## src/rtl/wb_arbiter_2x1_if.sv

```systemverilog
// Wishbone pipelined bus bundle shared by the arbiter and its bench.
// MASTER drives the request side; SLAVE drives the response side.
interface wishbone_if;
    logic        cyc;
    logic        stb;
    logic        we;
    logic [3:0]  sel;
    logic [31:0] addr;
    logic [31:0] wdata;
    logic [31:0] rdata;
    logic        ack;
    logic        err;
    logic        stall;

    modport MASTER (
        output cyc, stb, we, sel, addr, wdata,
        input  rdata, ack, err, stall
    );

    modport SLAVE (
        input  cyc, stb, we, sel, addr, wdata,
        output rdata, ack, err, stall
    );
endinterface

```

## src/rtl/wb_arbiter_2x1.sv

```systemverilog
// Two-master round-robin Wishbone arbiter onto a single shared slave port.
// Optional grant watchdog enabled by defining WB_ARB_TIMEOUT_EN.
module wb_arbiter_2x1 #(
    parameter int unsigned TIMEOUT_CYCLES = 255
) (
    input  logic        clk_i,
    input  logic        rstn_i,
    wishbone_if.SLAVE   m0_wb,
    wishbone_if.SLAVE   m1_wb,
    wishbone_if.MASTER  s_wb,
    output logic [1:0]  grant_o,
    output logic [7:0]  outstanding_o
);

    typedef enum logic [1:0] {
        IDLE = 2'd0,
        GNT0 = 2'd1,
        GNT1 = 2'd2
    } state_t;

    state_t      state_reg;
    logic [1:0]  grant_reg;
    logic        last_grant_reg;
    logic [7:0]  outstanding_reg;

    logic        gnt0;
    logic        gnt1;
    logic        pick_m0;
    logic        release_grant;
    logic        state_change;
    logic        timeout_hit;
    logic        beat_issue;
    logic        beat_done;

    if (TIMEOUT_CYCLES < 2 || TIMEOUT_CYCLES > 65535) begin : g_timeout_range
        $error("wb_arbiter_2x1: TIMEOUT_CYCLES must be within 2..65535");
    end

    assign gnt0    = grant_reg[0];
    assign gnt1    = grant_reg[1];
    assign grant_o = grant_reg;

    // last_grant_reg = 1 means m1 was served last, so m0 wins the next tie.
    assign pick_m0       = m0_wb.cyc & (~m1_wb.cyc | last_grant_reg);
    assign release_grant = (gnt0 & ~m0_wb.cyc) | (gnt1 & ~m1_wb.cyc) | timeout_hit;
    assign state_change  = ((state_reg == IDLE) & (m0_wb.cyc | m1_wb.cyc)) | release_grant;

    always_ff @(posedge clk_i or negedge rstn_i) begin
        if (!rstn_i) begin
            state_reg      <= IDLE;
            grant_reg      <= 2'b00;
            last_grant_reg <= 1'b1;
        end else begin
            case (state_reg)
                IDLE: begin
                    if (pick_m0) begin
                        state_reg      <= GNT0;
                        grant_reg      <= 2'b01;
                        last_grant_reg <= 1'b0;
                    end else if (m1_wb.cyc) begin
                        state_reg      <= GNT1;
                        grant_reg      <= 2'b10;
                        last_grant_reg <= 1'b1;
                    end
                end
                GNT0, GNT1: begin
                    if (release_grant) begin
                        state_reg <= IDLE;
                        grant_reg <= 2'b00;
                    end
                end
                default: begin
                    state_reg <= IDLE;
                    grant_reg <= 2'b00;
                end
            endcase
        end
    end

    // Request path: a timeout abort pulls cyc/stb low for its single cycle.
    assign s_wb.cyc   = gnt0 ? (m0_wb.cyc & ~timeout_hit) :
                        gnt1 ? (m1_wb.cyc & ~timeout_hit) : 1'b0;
    assign s_wb.stb   = gnt0 ? (m0_wb.stb & ~timeout_hit) :
                        gnt1 ? (m1_wb.stb & ~timeout_hit) : 1'b0;
    assign s_wb.we    = gnt0 ? m0_wb.we    : gnt1 ? m1_wb.we    : 1'b0;
    assign s_wb.sel   = gnt0 ? m0_wb.sel   : gnt1 ? m1_wb.sel   : 4'h0;
    assign s_wb.addr  = gnt0 ? m0_wb.addr  : gnt1 ? m1_wb.addr  : 32'h0;
    assign s_wb.wdata = gnt0 ? m0_wb.wdata : gnt1 ? m1_wb.wdata : 32'h0;

    assign m0_wb.rdata = gnt0 ? s_wb.rdata : 32'h0;
    assign m0_wb.ack   = gnt0 & s_wb.ack;
    assign m0_wb.err   = gnt0 & (s_wb.err | timeout_hit);
    assign m0_wb.stall = gnt0 ? s_wb.stall : 1'b1;

    assign m1_wb.rdata = gnt1 ? s_wb.rdata : 32'h0;
    assign m1_wb.ack   = gnt1 & s_wb.ack;
    assign m1_wb.err   = gnt1 & (s_wb.err | timeout_hit);
    assign m1_wb.stall = gnt1 ? s_wb.stall : 1'b1;

    assign beat_issue = s_wb.cyc & s_wb.stb & ~s_wb.stall;
    assign beat_done  = (gnt0 | gnt1) & (s_wb.ack | s_wb.err);

    always_ff @(posedge clk_i or negedge rstn_i) begin
        if (!rstn_i) begin
            outstanding_reg <= 8'd0;
        end else if (state_change) begin
            outstanding_reg <= 8'd0;
        end else if (beat_issue && !beat_done && outstanding_reg != 8'hFF) begin
            outstanding_reg <= outstanding_reg + 8'd1;
        end else if (!beat_issue && beat_done && outstanding_reg != 8'h00) begin
            outstanding_reg <= outstanding_reg - 8'd1;
        end
    end

    assign outstanding_o = outstanding_reg;

`ifdef WB_ARB_TIMEOUT_EN
    logic [15:0] tmo_cnt_reg;

    always_ff @(posedge clk_i or negedge rstn_i) begin
        if (!rstn_i) begin
            tmo_cnt_reg <= 16'd0;
        end else if (state_change || !(gnt0 || gnt1) || s_wb.ack) begin
            tmo_cnt_reg <= 16'd0;
        end else if (!timeout_hit) begin
            tmo_cnt_reg <= tmo_cnt_reg + 16'd1;
        end
    end

    // Counter equals cycles elapsed since the grant edge (or the last ack).
    assign timeout_hit = (gnt0 | gnt1) & (tmo_cnt_reg == 16'(TIMEOUT_CYCLES));
`else
    assign timeout_hit = 1'b0;
`endif

endmodule

```

## src/flat_wrapper.sv

```systemverilog
// flat-port wrapper written by rule: the top's interface ports become plain ports
module wb_arbiter_2x1_flat 
#(
    parameter int unsigned TIMEOUT_CYCLES = 255
)
  (clk_i, rstn_i, grant_o, outstanding_o, m0_wb_cyc, m0_wb_stb, m0_wb_we, m0_wb_sel, m0_wb_addr, m0_wb_wdata, m0_wb_rdata, m0_wb_ack, m0_wb_err, m0_wb_stall, m1_wb_cyc, m1_wb_stb, m1_wb_we, m1_wb_sel, m1_wb_addr, m1_wb_wdata, m1_wb_rdata, m1_wb_ack, m1_wb_err, m1_wb_stall, s_wb_cyc, s_wb_stb, s_wb_we, s_wb_sel, s_wb_addr, s_wb_wdata, s_wb_rdata, s_wb_ack, s_wb_err, s_wb_stall);
  wishbone_if m0_wb_i ();
  wishbone_if m1_wb_i ();
  wishbone_if s_wb_i ();
  input  logic clk_i;
  input  logic rstn_i;
  output logic [1:0] grant_o;
  output logic [7:0] outstanding_o;
  input wire logic [$bits(m0_wb_i.cyc)-1:0] m0_wb_cyc;
  input wire logic [$bits(m0_wb_i.stb)-1:0] m0_wb_stb;
  input wire logic [$bits(m0_wb_i.we)-1:0] m0_wb_we;
  input wire logic [$bits(m0_wb_i.sel)-1:0] m0_wb_sel;
  input wire logic [$bits(m0_wb_i.addr)-1:0] m0_wb_addr;
  input wire logic [$bits(m0_wb_i.wdata)-1:0] m0_wb_wdata;
  output wire logic [$bits(m0_wb_i.rdata)-1:0] m0_wb_rdata;
  output wire logic [$bits(m0_wb_i.ack)-1:0] m0_wb_ack;
  output wire logic [$bits(m0_wb_i.err)-1:0] m0_wb_err;
  output wire logic [$bits(m0_wb_i.stall)-1:0] m0_wb_stall;
  input wire logic [$bits(m1_wb_i.cyc)-1:0] m1_wb_cyc;
  input wire logic [$bits(m1_wb_i.stb)-1:0] m1_wb_stb;
  input wire logic [$bits(m1_wb_i.we)-1:0] m1_wb_we;
  input wire logic [$bits(m1_wb_i.sel)-1:0] m1_wb_sel;
  input wire logic [$bits(m1_wb_i.addr)-1:0] m1_wb_addr;
  input wire logic [$bits(m1_wb_i.wdata)-1:0] m1_wb_wdata;
  output wire logic [$bits(m1_wb_i.rdata)-1:0] m1_wb_rdata;
  output wire logic [$bits(m1_wb_i.ack)-1:0] m1_wb_ack;
  output wire logic [$bits(m1_wb_i.err)-1:0] m1_wb_err;
  output wire logic [$bits(m1_wb_i.stall)-1:0] m1_wb_stall;
  output wire logic [$bits(s_wb_i.cyc)-1:0] s_wb_cyc;
  output wire logic [$bits(s_wb_i.stb)-1:0] s_wb_stb;
  output wire logic [$bits(s_wb_i.we)-1:0] s_wb_we;
  output wire logic [$bits(s_wb_i.sel)-1:0] s_wb_sel;
  output wire logic [$bits(s_wb_i.addr)-1:0] s_wb_addr;
  output wire logic [$bits(s_wb_i.wdata)-1:0] s_wb_wdata;
  input wire logic [$bits(s_wb_i.rdata)-1:0] s_wb_rdata;
  input wire logic [$bits(s_wb_i.ack)-1:0] s_wb_ack;
  input wire logic [$bits(s_wb_i.err)-1:0] s_wb_err;
  input wire logic [$bits(s_wb_i.stall)-1:0] s_wb_stall;
  assign m0_wb_i.cyc = m0_wb_cyc;
  assign m0_wb_i.stb = m0_wb_stb;
  assign m0_wb_i.we = m0_wb_we;
  assign m0_wb_i.sel = m0_wb_sel;
  assign m0_wb_i.addr = m0_wb_addr;
  assign m0_wb_i.wdata = m0_wb_wdata;
  assign m0_wb_rdata = m0_wb_i.rdata;
  assign m0_wb_ack = m0_wb_i.ack;
  assign m0_wb_err = m0_wb_i.err;
  assign m0_wb_stall = m0_wb_i.stall;
  assign m1_wb_i.cyc = m1_wb_cyc;
  assign m1_wb_i.stb = m1_wb_stb;
  assign m1_wb_i.we = m1_wb_we;
  assign m1_wb_i.sel = m1_wb_sel;
  assign m1_wb_i.addr = m1_wb_addr;
  assign m1_wb_i.wdata = m1_wb_wdata;
  assign m1_wb_rdata = m1_wb_i.rdata;
  assign m1_wb_ack = m1_wb_i.ack;
  assign m1_wb_err = m1_wb_i.err;
  assign m1_wb_stall = m1_wb_i.stall;
  assign s_wb_cyc = s_wb_i.cyc;
  assign s_wb_stb = s_wb_i.stb;
  assign s_wb_we = s_wb_i.we;
  assign s_wb_sel = s_wb_i.sel;
  assign s_wb_addr = s_wb_i.addr;
  assign s_wb_wdata = s_wb_i.wdata;
  assign s_wb_i.rdata = s_wb_rdata;
  assign s_wb_i.ack = s_wb_ack;
  assign s_wb_i.err = s_wb_err;
  assign s_wb_i.stall = s_wb_stall;
  wb_arbiter_2x1 #(.TIMEOUT_CYCLES(TIMEOUT_CYCLES)) u_core (.clk_i(clk_i), .rstn_i(rstn_i), .m0_wb(m0_wb_i), .m1_wb(m1_wb_i), .s_wb(s_wb_i), .grant_o(grant_o), .outstanding_o(outstanding_o));
endmodule
```

## config.mk

```make
export PLATFORM = sky130hd
export DESIGN_NAME = wb_arbiter_2x1_flat
export DESIGN_NICKNAME = d
export VERILOG_FILES = /design/src/rtl/wb_arbiter_2x1_if.sv /design/src/rtl/wb_arbiter_2x1.sv /design/src/flat_wrapper.sv
export SDC_FILE = /design/constraint.sdc
export NUM_CORES = 1
export LEC_CHECK = 0
export BUFFER_PORTS_ARGS = -buffer_cell sky130_fd_sc_hd__buf_2
export CORE_AREA = 10 10 120 122
export DETAILED_ROUTE_END_ITERATION = 6
export DIE_AREA = 0 0 130 132
export MAX_ROUTING_LAYER = met4
export PLACE_DENSITY = 0.55
export SLEW_MARGIN = 20
export SYNTH_ARGS = -nofsm -noshare
export SYNTH_HDL_FRONTEND = slang
export SYNTH_SLANG_ARGS = --single-unit
```

## constraint.sdc

```tcl
create_clock -name clk_i -period 6.3 [get_ports clk_i]
set_clock_uncertainty 0.1 [all_clocks]
set_input_delay 0.315 -clock clk_i [delete_from_list [all_inputs] [get_ports clk_i]]
set_output_delay 0.315 -clock clk_i [all_outputs]
set_load 0.01 [all_outputs]
```

==> results of run 1 <==
[stage by stage]
stage | power (W) | hold slack, ns
after floorplan | 0.000929 | -0.0806
after global placement | 0.00140 | 0.110
after detailed placement | 0.00141 | 0.118
final | 0.00151 | 0.272
after global routing | 0.00165 | 0.287
after CTS | 0.00154 | 0.269
[worst register-to-register path: stages, from the launching register on]
cell and delay, ns:
dfrtp_4 1.04, inv_2 0.17, ha_1 0.34, o21bai_1 0.20, o21ai_1 0.08, or2_4 0.21
clkinv_4 0.08, fa_1 0.38, nor2b_1 0.22, nor3_1 0.09, o21bai_1 0.14, a21oi_1 0.10
xor2_1 0.14, o31ai_1 0.19
[cell type report]
| type | instances | area, um2 |
|---|---|---|
| Antenna cell | 5 | 12.5 |
| Timing Repair Buffer | 331 | 1660 |
| Clock buffer | 4 | 78.8 |
| Multi-Input combinational cell | 222 | 1650 |
| Inverter | 10 | 42.5 |
| Tap cell | 147 | 184 |
| Sequential cell | 11 | 280 |
| Fill cell | 1273 | 8000 |
[path summary, 6_finish.rpt]
check	from	to	slack, ns	depth (start not counted)
max	u_core.grant_o[0]	u_core.outstanding_o[6]	2.71	13
min reg2reg	u_core.last_grant_reg	u_core.last_grant_reg	0.45	2
min in group asynchronous	rstn_i	u_core.outstanding_o[0]	0.38	2
max in group asynchronous	rstn_i	u_core.last_grant_reg	5.44	2
max reg2reg	u_core.grant_o[0]	u_core.outstanding_o[6]	2.71	13
min	m0_wb_cyc	u_core.last_grant_reg	0.27	2
[where the power goes]
part / total (W) / switching, W / internal (W) / leakage (nW)
logic: 0.00116 / 0.000620 / 0.000541 / 2.17
clock network: 0.000120 / 0.0000348 / 0.0000853 / 0.0382
registers: 0.000231 / 0.000127 / 0.000103 / 0.139
[per-layer routing]
metal | track usage | vias to the layer above
met5 | - | -
met4 | 0.0325 | 0
met3 | 0.0611 | 11
met2 | 0.303 | 164
met1 | 0.152 | 1548
li1 | - | 1622
[Yosys cell counts (4+ instances only)]
master     n
a21oi_1    8
a22o_1    68
and2_1    70
buf_2      4
clkbuf_1  19
dfrtp_1   10
ha_1       7
inv_1      7
nand2_1   13
nand3_1    4
o21ai_0    4
[cells in the final DEF, fill, tap and decap left out, drive strengths merged, types with 3 or more instances in the layout]
master / n
o31ai: 6
nor2: 4
nand2: 13
and2: 70
ha: 7
clkbuf: 4
nand4: 3
buf: 330
nand3: 4
inv: 9
o21ai: 6
diode: 5
a21oi: 8
a22o: 68
a21o: 3
dfrtp: 10
[cells by family (layout without fill, tap and decap cells)]
logic type,count (synthesis),count (layout),share of synthesized area
AO/OA/AOI/OAI,104,104,0.421
XOR/XNOR,4,4,0.0169
adder cells (fa/ha/maj),8,8,0.0518
buffers and inverters,36,345,0.0771
flip-flops,11,11,0.133
other,0,5,0
AND/OR/NAND/NOR,106,106,0.300
==> summary.md, run 1 <==
| Metric | Value |
|---|---|
| RePlAce Congestion | `0.870` |
| Crit-path leading delay family | `flip-flops` |
| Mapped Nets | `456` |
| Routed WL per cell | `20.5 um` |
| Worst hold path class | `input pin to flip-flop` |
| Leak Pwr | `2.34 nW` |
| Post-cts repair resize count | `0` |
| Met2 Wirelength | `8.03 mm` |
| Max FFs per register | `8` |
| Vias in the first global route | `3510` |
| Layout net count | `766` |
| Total congestion overflow | `0` |
| Row cnt | `40` |
| H-tree depth | `1` |
| Startpoint Class | `flip-flop` |
| TNS Setup | `0 ns` |
| Worst setup margin | `2.71 ns` |
| Final Core Density | `0.328` |
| DP Wirelength | `13.1 mm` |
| Dpl cell area | `3810 um2` |
| Synth top area cells | `a22o_1 29%, and2_1 21%, dfrtp_1 12%` |
| First-pass GRT wire length | `21.3 mm` |
| Placeable Area | `11900 um2` |
| WP data arrival | `3.63 ns` |
| Routed vias/inst | `4.58` |
| Dpl cells | `720` |
| Max-cap viol count | `0` |
| Syn Inst Count | `269` |
| Sequential area share after synthesis | `0.133` |
| Die width | `130 um` |
| I/O Pins | `330` |
| Initial Util | `0.174` |
| Critical Path, Cell by Cell | `inv_2 > ha_1 > o21bai_1 > o21ai_1 > or2_4 > clkinv_4 > fa_1 > nor2b_1 > nor3_1 > o21bai_1 > a21oi_1 > xor2_1 > o31ai_1` |
| Number of port buffers | `329` |
| Post-CTS setup buffers | `0` |
| Main flop type after synthesis | `dfrtp_1` |
| FMAX | `279 MHz` |
| Vias | `3345` |
| Fraction of layout cells with a size suffix above 1 | `0.600` |
| Hold Vio Cnt, Final | `0` |
| Fin crit period | `3.59 ns` |
| Worst vdd ir | `123 uV` |
| Final instance area | `3910 um2` |
| Fin crit share | `0.570` |
| Hold-fix buffers at CTS | `1` |
| Yosys warns | `0` |
| Area Overhead vs Synth | `88.3%` |
| Final ANT Viol Nets | `0` |
| Initial antenna violation count | `5` |
| Status | `completed` |
| Clock latency on the worst-skew pair | `0.24 ns` |
| RSZ-0062 raised after global routing | `no` |
| Initial DRC count | `140` |
| Slew HR | `0.314` |
| DR top layer | `met4` |
| CP endpoint kind | `flip-flop` |
| CP Max Fanout | `112` |
| Yosys top cell by area | `a22o_1` |
| Largest net degree at the start of global routing | `113` |
| CTS root buffer | `clkbuf_16` |
| DRT Pass-1 Iters | `6` |
| Pre-CTS setup slack | `2.66 ns` |
| GRT Util Overall | `0.162` |
| Clock sink total | `11` |
| Worst Tran Pin Value | `1.03 ns` |
| TritonCTS Buffers | `3` |
| CP max-delay cell | `dfrtp_4` |
| Ys async rst share | `1.00` |
| Syn avg cell area | `7.72 um2` |
| Synth top area share | `0.287` |
| DRC | `0` |
| Max Transition Viols Final | `0` |
| Die area | `17200 um2` |
| Post-synth EDFFs | `0` |
| Final Setup Violations | `0` |
| Layout Cells excl Fill | `730` |
| FF+latch count, synth | `11` |
| Cell mode on critical path | `o21bai_1` |
| Total wire length | `14.9 mm` |
| Crit Path Category | `flip-flop to flip-flop` |
| PwrDens | `387 nW/um2` |
| Synthesized cell area | `2080 um2` |
| Die height | `132 um` |
| Netlist cell types | `43` |
| TritonCTS clock tree | `built` |
| WL met1 | `5.18 mm` |
| CTS clk-pin slew, worst paths | `0.05 ns` |
| Crit-path max cell delay | `1.04 ns` |
| Met3 wire length | `1.60 mm` |
| Critical Path RT | `6.35 ns` |
| Longest Clk Path Bufs | `2` |
| CP Buf/Inv Count | `2` |
No activity file was read; power rests on OpenSTA's default activity.
==> inputs of run 2 (changes only) <==
--- a/config.mk
+++ b/config.mk
@@ -5,12 +5,13 @@
 export SDC_FILE = /design/constraint.sdc
 export NUM_CORES = 1
 export LEC_CHECK = 0
+export ABC_AREA = 1
 export BUFFER_PORTS_ARGS = -buffer_cell sky130_fd_sc_hd__buf_2
-export CORE_AREA = 10 10 120 122
+export CORE_AREA = 10 10 119 121
 export DETAILED_ROUTE_END_ITERATION = 6
-export DIE_AREA = 0 0 130 132
+export DIE_AREA = 0 0 129 131
 export MAX_ROUTING_LAYER = met4
-export PLACE_DENSITY = 0.55
+export PLACE_DENSITY = 0.61
 export SLEW_MARGIN = 20
 export SYNTH_ARGS = -nofsm -noshare
 export SYNTH_HDL_FRONTEND = slang
==> constraint.sdc (replaced) <==
create_clock -name clk_i -period 3 [get_ports clk_i]
set_clock_uncertainty 0.1 [all_clocks]
set_input_delay 0.15 -clock clk_i [delete_from_list [all_inputs] [get_ports clk_i]]
set_output_delay 0.15 -clock clk_i [all_outputs]
set_load 0.01 [all_outputs]
==> summary.md, run 2 <==
| Metric | Value |
|---|---|
| Commonest non-fill, non-tap cell in the layout | `buf_2` |
| GRT Util Overall | `0.157` |
| DRC | `0` |
| TritonCTS Buffers | `3` |
| Largest net degree at the start of global routing | `71` |
| Netlist cell types | `30` |
| CTS clk-pin slew, worst paths | `0.04 ns` |
| Worst reg2reg path depth | `11` |
| Initial DRC count | `196` |
| Crit Path Category | `flip-flop to flip-flop` |
| Top cells by count, synth | `249 x nand2_1, 90 x inv_1, 77 x nand3_1` |
| Worst Tran Pin Value | `0.733 ns` |
| Clock sink total | `11` |
| Ys async rst share | `1.00` |
| Vias | `4093` |
| Area Overhead vs Synth | `74.2%` |
| Initial Util | `0.209` |
| Final Setup Violations | `0` |
| Die width | `129 um` |
| Die area | `16900 um2` |
| DP Wirelength | `12.5 mm` |
| Max-cap viol count | `0` |
| Most frequent cells in the layout | `329 x buf_2, 249 x nand2_1, 90 x inv_1` |
| Die height | `131 um` |
| Comb pwr share | `0.829` |
| Layout net count | `1011` |
| Yosys warns | `0` |
| Layout Cells excl Fill | `971` |
| Startpoint Class | `flip-flop` |
| Max FFs per register | `8` |
| Vias in the first global route | `3915` |
| Sequential area share after synthesis | `0.112` |
| Int Pwr | `0.00124 W` |
| Fin crit share | `0.874` |
| Yosys top cell by area | `nand2_1` |
| H-tree depth | `1` |
| CP endpoint kind | `flip-flop` |
| Seq pwr share | `0.083` |
| Routed WL per cell | `15.3 um` |
| Worst vdd ir | `387 uV` |
| First-pass GRT wire length | `20.8 mm` |
| Synth top area share | `0.378` |
| Net Sw Frac | `0.568` |
| Clock latency on the worst-skew pair | `0.24 ns` |
| Post-CTS setup buffers | `0` |
| CP Max Fanout | `10` |
| Row cnt | `40` |
| Fin crit period | `2.62 ns` |
| Mapped Nets | `702` |
| Total wire length | `14.8 mm` |
| Max Transition Viols Final | `0` |
| RePlAce Congestion | `0.902` |
| Status | `completed` |
| Total congestion overflow | `0` |
| FMAX | `382 MHz` |
| Final Core Density | `0.365` |
| TNS Setup | `0 ns` |
| Slew HR | `0.512` |
| Syn Inst Count | `515` |
| FF+latch count, synth | `11` |
| WP data arrival | `2.65 ns` |
| Post-cts repair resize count | `0` |
| Dpl cells | `965` |
| Clock power frac | `0.088` |
| Synth top area cells | `nand2_1 38%, nand3_1 16%, inv_1 14%` |
| Longest Clk Path Bufs | `2` |
| Placeable Area | `11800 um2` |
| Post-synth EDFFs | `0` |
| DRT Pass-1 Iters | `4` |
| Critical Path RT | `3.03 ns` |
| Routed vias/inst | `4.22` |
| Number of port buffers | `329` |
| Final ANT Viol Nets | `0` |
| Syn avg cell area | `4.80 um2` |
| Fraction of layout cells with a size suffix above 1 | `0.428` |
| Leak Pwr | `3.32 nW` |
| Most frequent cell after synthesis | `nand2_1` |
| Hold path cells | `4` |
| Sw Pwr | `0.00163 W` |
| TritonCTS clock tree | `built` |
| Hold Vio Cnt, Final | `0` |
| Main flop type after synthesis | `dfrtp_1` |
| Initial antenna violation count | `1` |
| Power consumption | `0.00287 W` |
| CTS root buffer | `clkbuf_16` |
| Synthesized cell area | `2470 um2` |
| PwrDens | `666 nW/um2` |
| Worst hold path class | `input pin to flip-flop` |
| I/O Pins | `330` |
| RSZ-0062 raised after global routing | `no` |
## run 2: through the flow
step	area, um2	setup WS [ns]	hold WS, ns
global placement	4220	0.416	-0.0519
finish	4310	0.379	0.210
CTS	4300	0.366	0.208
global route	4310	0.0761	0.252
detailed placement	4220	0.389	-0.0546
floorplan	2470	0.148	-0.246
## run 2: path summary, 6_finish.rpt
check / start / end / slack, ns
max: u_core.grant_o[0] / u_core.outstanding_o[6] / 0.38
min: m1_wb_cyc / u_core.grant_o[0] / 0.21
max reg2reg: u_core.grant_o[0] / u_core.outstanding_o[6] / 0.38
min reg2reg: u_core.last_grant_reg / u_core.last_grant_reg / 0.41
max in group asynchronous: rstn_i / u_core.last_grant_reg / 2.31
min in group asynchronous: rstn_i / u_core.outstanding_o[5] / 0.22
## run 2: area by class of cell
type | count | area, um2
Tap cell | 147 | 184
Multi-Input combinational cell | 381 | 1710
Inverter | 91 | 342
Sequential cell | 11 | 284
Timing Repair Buffer | 336 | 1700
Antenna cell | 1 | 2.50
Clock buffer | 4 | 78.8
Fill cell | 1377 | 7500
## run 2: worst max-delay path, stage by stage (launching register included)
cell      delay, ns
dfrtp_4        0.50
inv_2          0.12
ha_1           0.20
nor2_1         0.07
a21oi_1        0.19
nand2_2        0.21
ha_1           0.40
a21oi_1        0.20
o211ai_1       0.12
or2_2          0.29
nand3_1        0.08
nand2_1        0.05
## run 2: cell families after synthesis
group	Yosys count	synth area share
adder cells (fa/ha/maj)	8	0.0435
buffers and inverters	123	0.195
XOR/XNOR	4	0.0142
flip-flops	11	0.112
AND/OR/NAND/NOR	348	0.590
AO/OA/AOI/OAI	21	0.0455
## run 2: repair_timing
action / CTS / global route
setup endpoints to repair: 0 / 0
hold endpoints to repair: 11 / 0
hold buffers: 1 / 0
## run 2: metal layers
metal / wire length [um] / track usage / vias to the layer above
met2: 7560 / 0.265 / 175
met3: 1190 / 0.0359 / 9
met4: 89 / 0.0261 / 0
met1: 6000 / 0.191 / 1750
met5: 0 / - / -
li1: - / - / 2159
## run 2: power by group through the flow
stage | Clock (W) | Combinational (W) | Sequential (W)
after floorplan | 0 | 0.00146 | 0.000232
after global placement | 0 | 0.00241 | 0.000237
after detailed placement | 0 | 0.00240 | 0.000241
after CTS | 0.000258 | 0.00242 | 0.000237
after global routing | 0.000270 | 0.00265 | 0.000244
final | 0.000253 | 0.00238 | 0.000237
==> inputs of run 3 (changes only) <==
--- a/config.mk
+++ b/config.mk
@@ -6,12 +6,12 @@
 export NUM_CORES = 1
 export LEC_CHECK = 0
 export ABC_AREA = 1
-export BUFFER_PORTS_ARGS = -buffer_cell sky130_fd_sc_hd__buf_2
-export CORE_AREA = 10 10 119 121
+export CORE_AREA = 10 10 121 123
 export DETAILED_ROUTE_END_ITERATION = 6
-export DIE_AREA = 0 0 129 131
+export DIE_AREA = 0 0 131 133
+export DONT_BUFFER_PORTS = 1
 export MAX_ROUTING_LAYER = met4
-export PLACE_DENSITY = 0.61
+export PLACE_DENSITY = 0.34
 export SLEW_MARGIN = 20
 export SYNTH_ARGS = -nofsm -noshare
 export SYNTH_HDL_FRONTEND = slang
==> constraint.sdc (replaced) <==
create_clock -name clk_i -period 2.9 [get_ports clk_i]
set_clock_uncertainty 0.1 [all_clocks]
set_input_delay 0.145 -clock clk_i [delete_from_list [all_inputs] [get_ports clk_i]]
set_output_delay 0.145 -clock clk_i [all_outputs]
set_load 0.01 [all_outputs]
==> summary.md, run 3 (synthesized netlist as in run 2, its figures left out) <==
| Metric | Value |
|---|---|
| Status | `completed` |
| Dpl cell area | `2620 um2` |
| Fraction of layout cells with a size suffix above 1 | `0.0504` |
| Initial antenna violation count | `0` |
| Worst vdd ir | `332 uV` |
| Fin crit share | `0.908` |
| CTS clk-pin slew, worst paths | `0.04 ns` |
| FMAX | `380 MHz` |
| Vias | `3037` |
| RSZ-0062 raised after global routing | `no` |
| Startpoint Class | `flip-flop` |
| Seq pwr share | `0.104` |
| Hold path cells | `3` |
| Largest net degree at the start of global routing | `80` |
| First-pass GRT wire length | `18.4 mm` |
| Initial Util | `0.200` |
| WHS Endpoint | `u_core.grant_o[0]` |
| Busiest grt layer | `met2` |
| WP data arrival | `2.67 ns` |
| PwrDens | `874 nW/um2` |
| Worst Tran Pin Value | `0.776 ns` |
| Worst R2R Setup Slack | `0.27 ns` |
| GRT Util Overall | `0.136` |
| Final Setup Violations | `0` |
| Int Pwr | `0.000839 W` |
| TritonCTS Buffers | `3` |
| Final Core Density | `0.219` |
| Critical Path RT | `2.93 ns` |
| Post-cts repair resize count | `0` |
| FILL cells | `1450` |
| Leak Pwr | `1.87 nW` |
| Final ANT Viol Nets | `0` |
| Die width | `131 um` |
| I/O Pins | `330` |
| TNS Setup | `0 ns` |
| Total congestion overflow | `0` |
| # diodes | `0` |
| Die area | `17400 um2` |
| Total wire length | `12.9 mm` |
| Pre-CTS setup slack | `0.278 ns` |
| Vias in the first global route | `3114` |
| Net Sw Frac | `0.645` |
| Max FFs per register | `8` |
| Worst reg2reg path depth | `11` |
| Crit Path Category | `flip-flop to flip-flop` |
| Comb pwr share | `0.787` |
| M2 GR Usage | `0.244` |
| Max-cap viol count | `0` |
| Number of port buffers | `0` |
| Sw Pwr | `0.00152 W` |
| CP Launch Point | `u_core.grant_o[0]` |
| Reg area | `284 um2` |
| Most frequent cells in the layout | `249 x nand2_1, 90 x inv_1, 77 x nand3_1` |
| Multi-input gate area | `1710 um2` |
| Clock latency on the worst-skew pair | `0.24 ns` |
| Commonest non-fill, non-tap cell in the layout | `nand2_1` |
| Met1 Track Usage GR | `0.155` |
| Fin crit period | `2.63 ns` |
| Dpl cells | `663` |
| Hold Vio Cnt, Final | `0` |
| Worst hold path class | `input pin to flip-flop` |
| Routed WL per cell | `19.3 um` |
| CP endpoint kind | `flip-flop` |
| Clock sink total | `11` |
| Final instance area | `2700 um2` |
| TritonCTS clock tree | `built` |
| Routed vias/inst | `4.55` |
| RePlAce Congestion | `0.872` |
| Area Overhead vs Synth | `9.36%` |
| Row cnt | `41` |
| Slew HR | `0.483` |
| Layout net count | `684` |
| DP Wirelength | `11.1 mm` |
| Reg2reg end | `u_core.outstanding_o[6]` |
| Die height | `133 um` |
| Worst setup margin | `0.268 ns` |
| Routing usage on met3 | `0.0256` |
| Clock power frac | `0.110` |
| Longest Clk Path Bufs | `2` |
| Hold path start | `m1_wb_cyc` |
| Critical R2R Launch | `u_core.grant_o[0]` |
| Initial DRC count | `198` |
| Max Transition Viols Final | `0` |
| CP Max Fanout | `10` |
| DRC | `0` |
| Layout Cells excl Fill | `668` |
| Placeable Area | `12400 um2` |
| H-tree depth | `1` |
| CTS root buffer | `clkbuf_16` |
| DRT Pass-1 Iters | `4` |
## run 3: cell count changes in the layout (fill, tap and decap cells not counted), sizes merged
cell,change
diode,-1
buf,-327
## run 3: worst max path at each step
stage | to | slack, ns | depth (start not counted)
floorplan | u_core.outstanding_o[6] | 0.05 | 14
global placement | u_core.outstanding_o[6] | 0.31 | 12
detailed placement | u_core.outstanding_o[6] | 0.28 | 12
CTS | u_core.outstanding_o[6] | 0.26 | 11
global route | u_core.outstanding_o[7] | 0.02 | 13
finish | u_core.outstanding_o[6] | 0.27 | 11
## run 3: per-layer routing
metal | vias to the layer above | routed length (um)
li1 | 1506 | -
met1 | 1342 | 5000
met2 | 185 | 6940
met3 | 4 | 907
met4 | 0 | 28
met5 | - | 0
## run 3: critical path, cell delays in order, from the launching register on
cell and delay [ns]:
dfrtp_4 0.47, inv_2 0.12, ha_1 0.20, nor2_1 0.07, a21oi_1 0.19, nand2_2 0.21, ha_1 0.40, a21oi_1 0.21
o211ai_1 0.13, or2_2 0.29, nand3_1 0.08, nand2_1 0.05
## run 3: what timing repair did
action / CTS / global route
setup buffers: 0 / 0
endpoints found under the hold margin: 11 / 0
hold buffers: 1 / 0
## run 3: cell type report
type                       count  area share
multi-input combinational    381       0.634
timing repair buffer           9      0.0259
sequential                    11       0.105
clock buffer                   4      0.0292
inverter                      91       0.126
tap                          172      0.0796
## run 3: stage by stage
stage          hold slack, ns  total power (W)
4_1_cts                0.0334          0.00241
5_1_grt                0.0618          0.00263
2_1_floorplan          -0.251          0.00175
3_5_place_dp           -0.250          0.00213
3_3_place_gp           -0.250          0.00213
6_report               0.0389          0.00236
## run 3: power by group through the flow
stage	registers, W	clock network (W)	logic, W
floorplan	0.000240	0	0.00151
detailed placement	0.000249	0	0.00189
CTS	0.000247	0.000267	0.00189
finish	0.000245	0.000259	0.00186
global route	0.000252	0.000275	0.00210
global placement	0.000249	0	0.00188
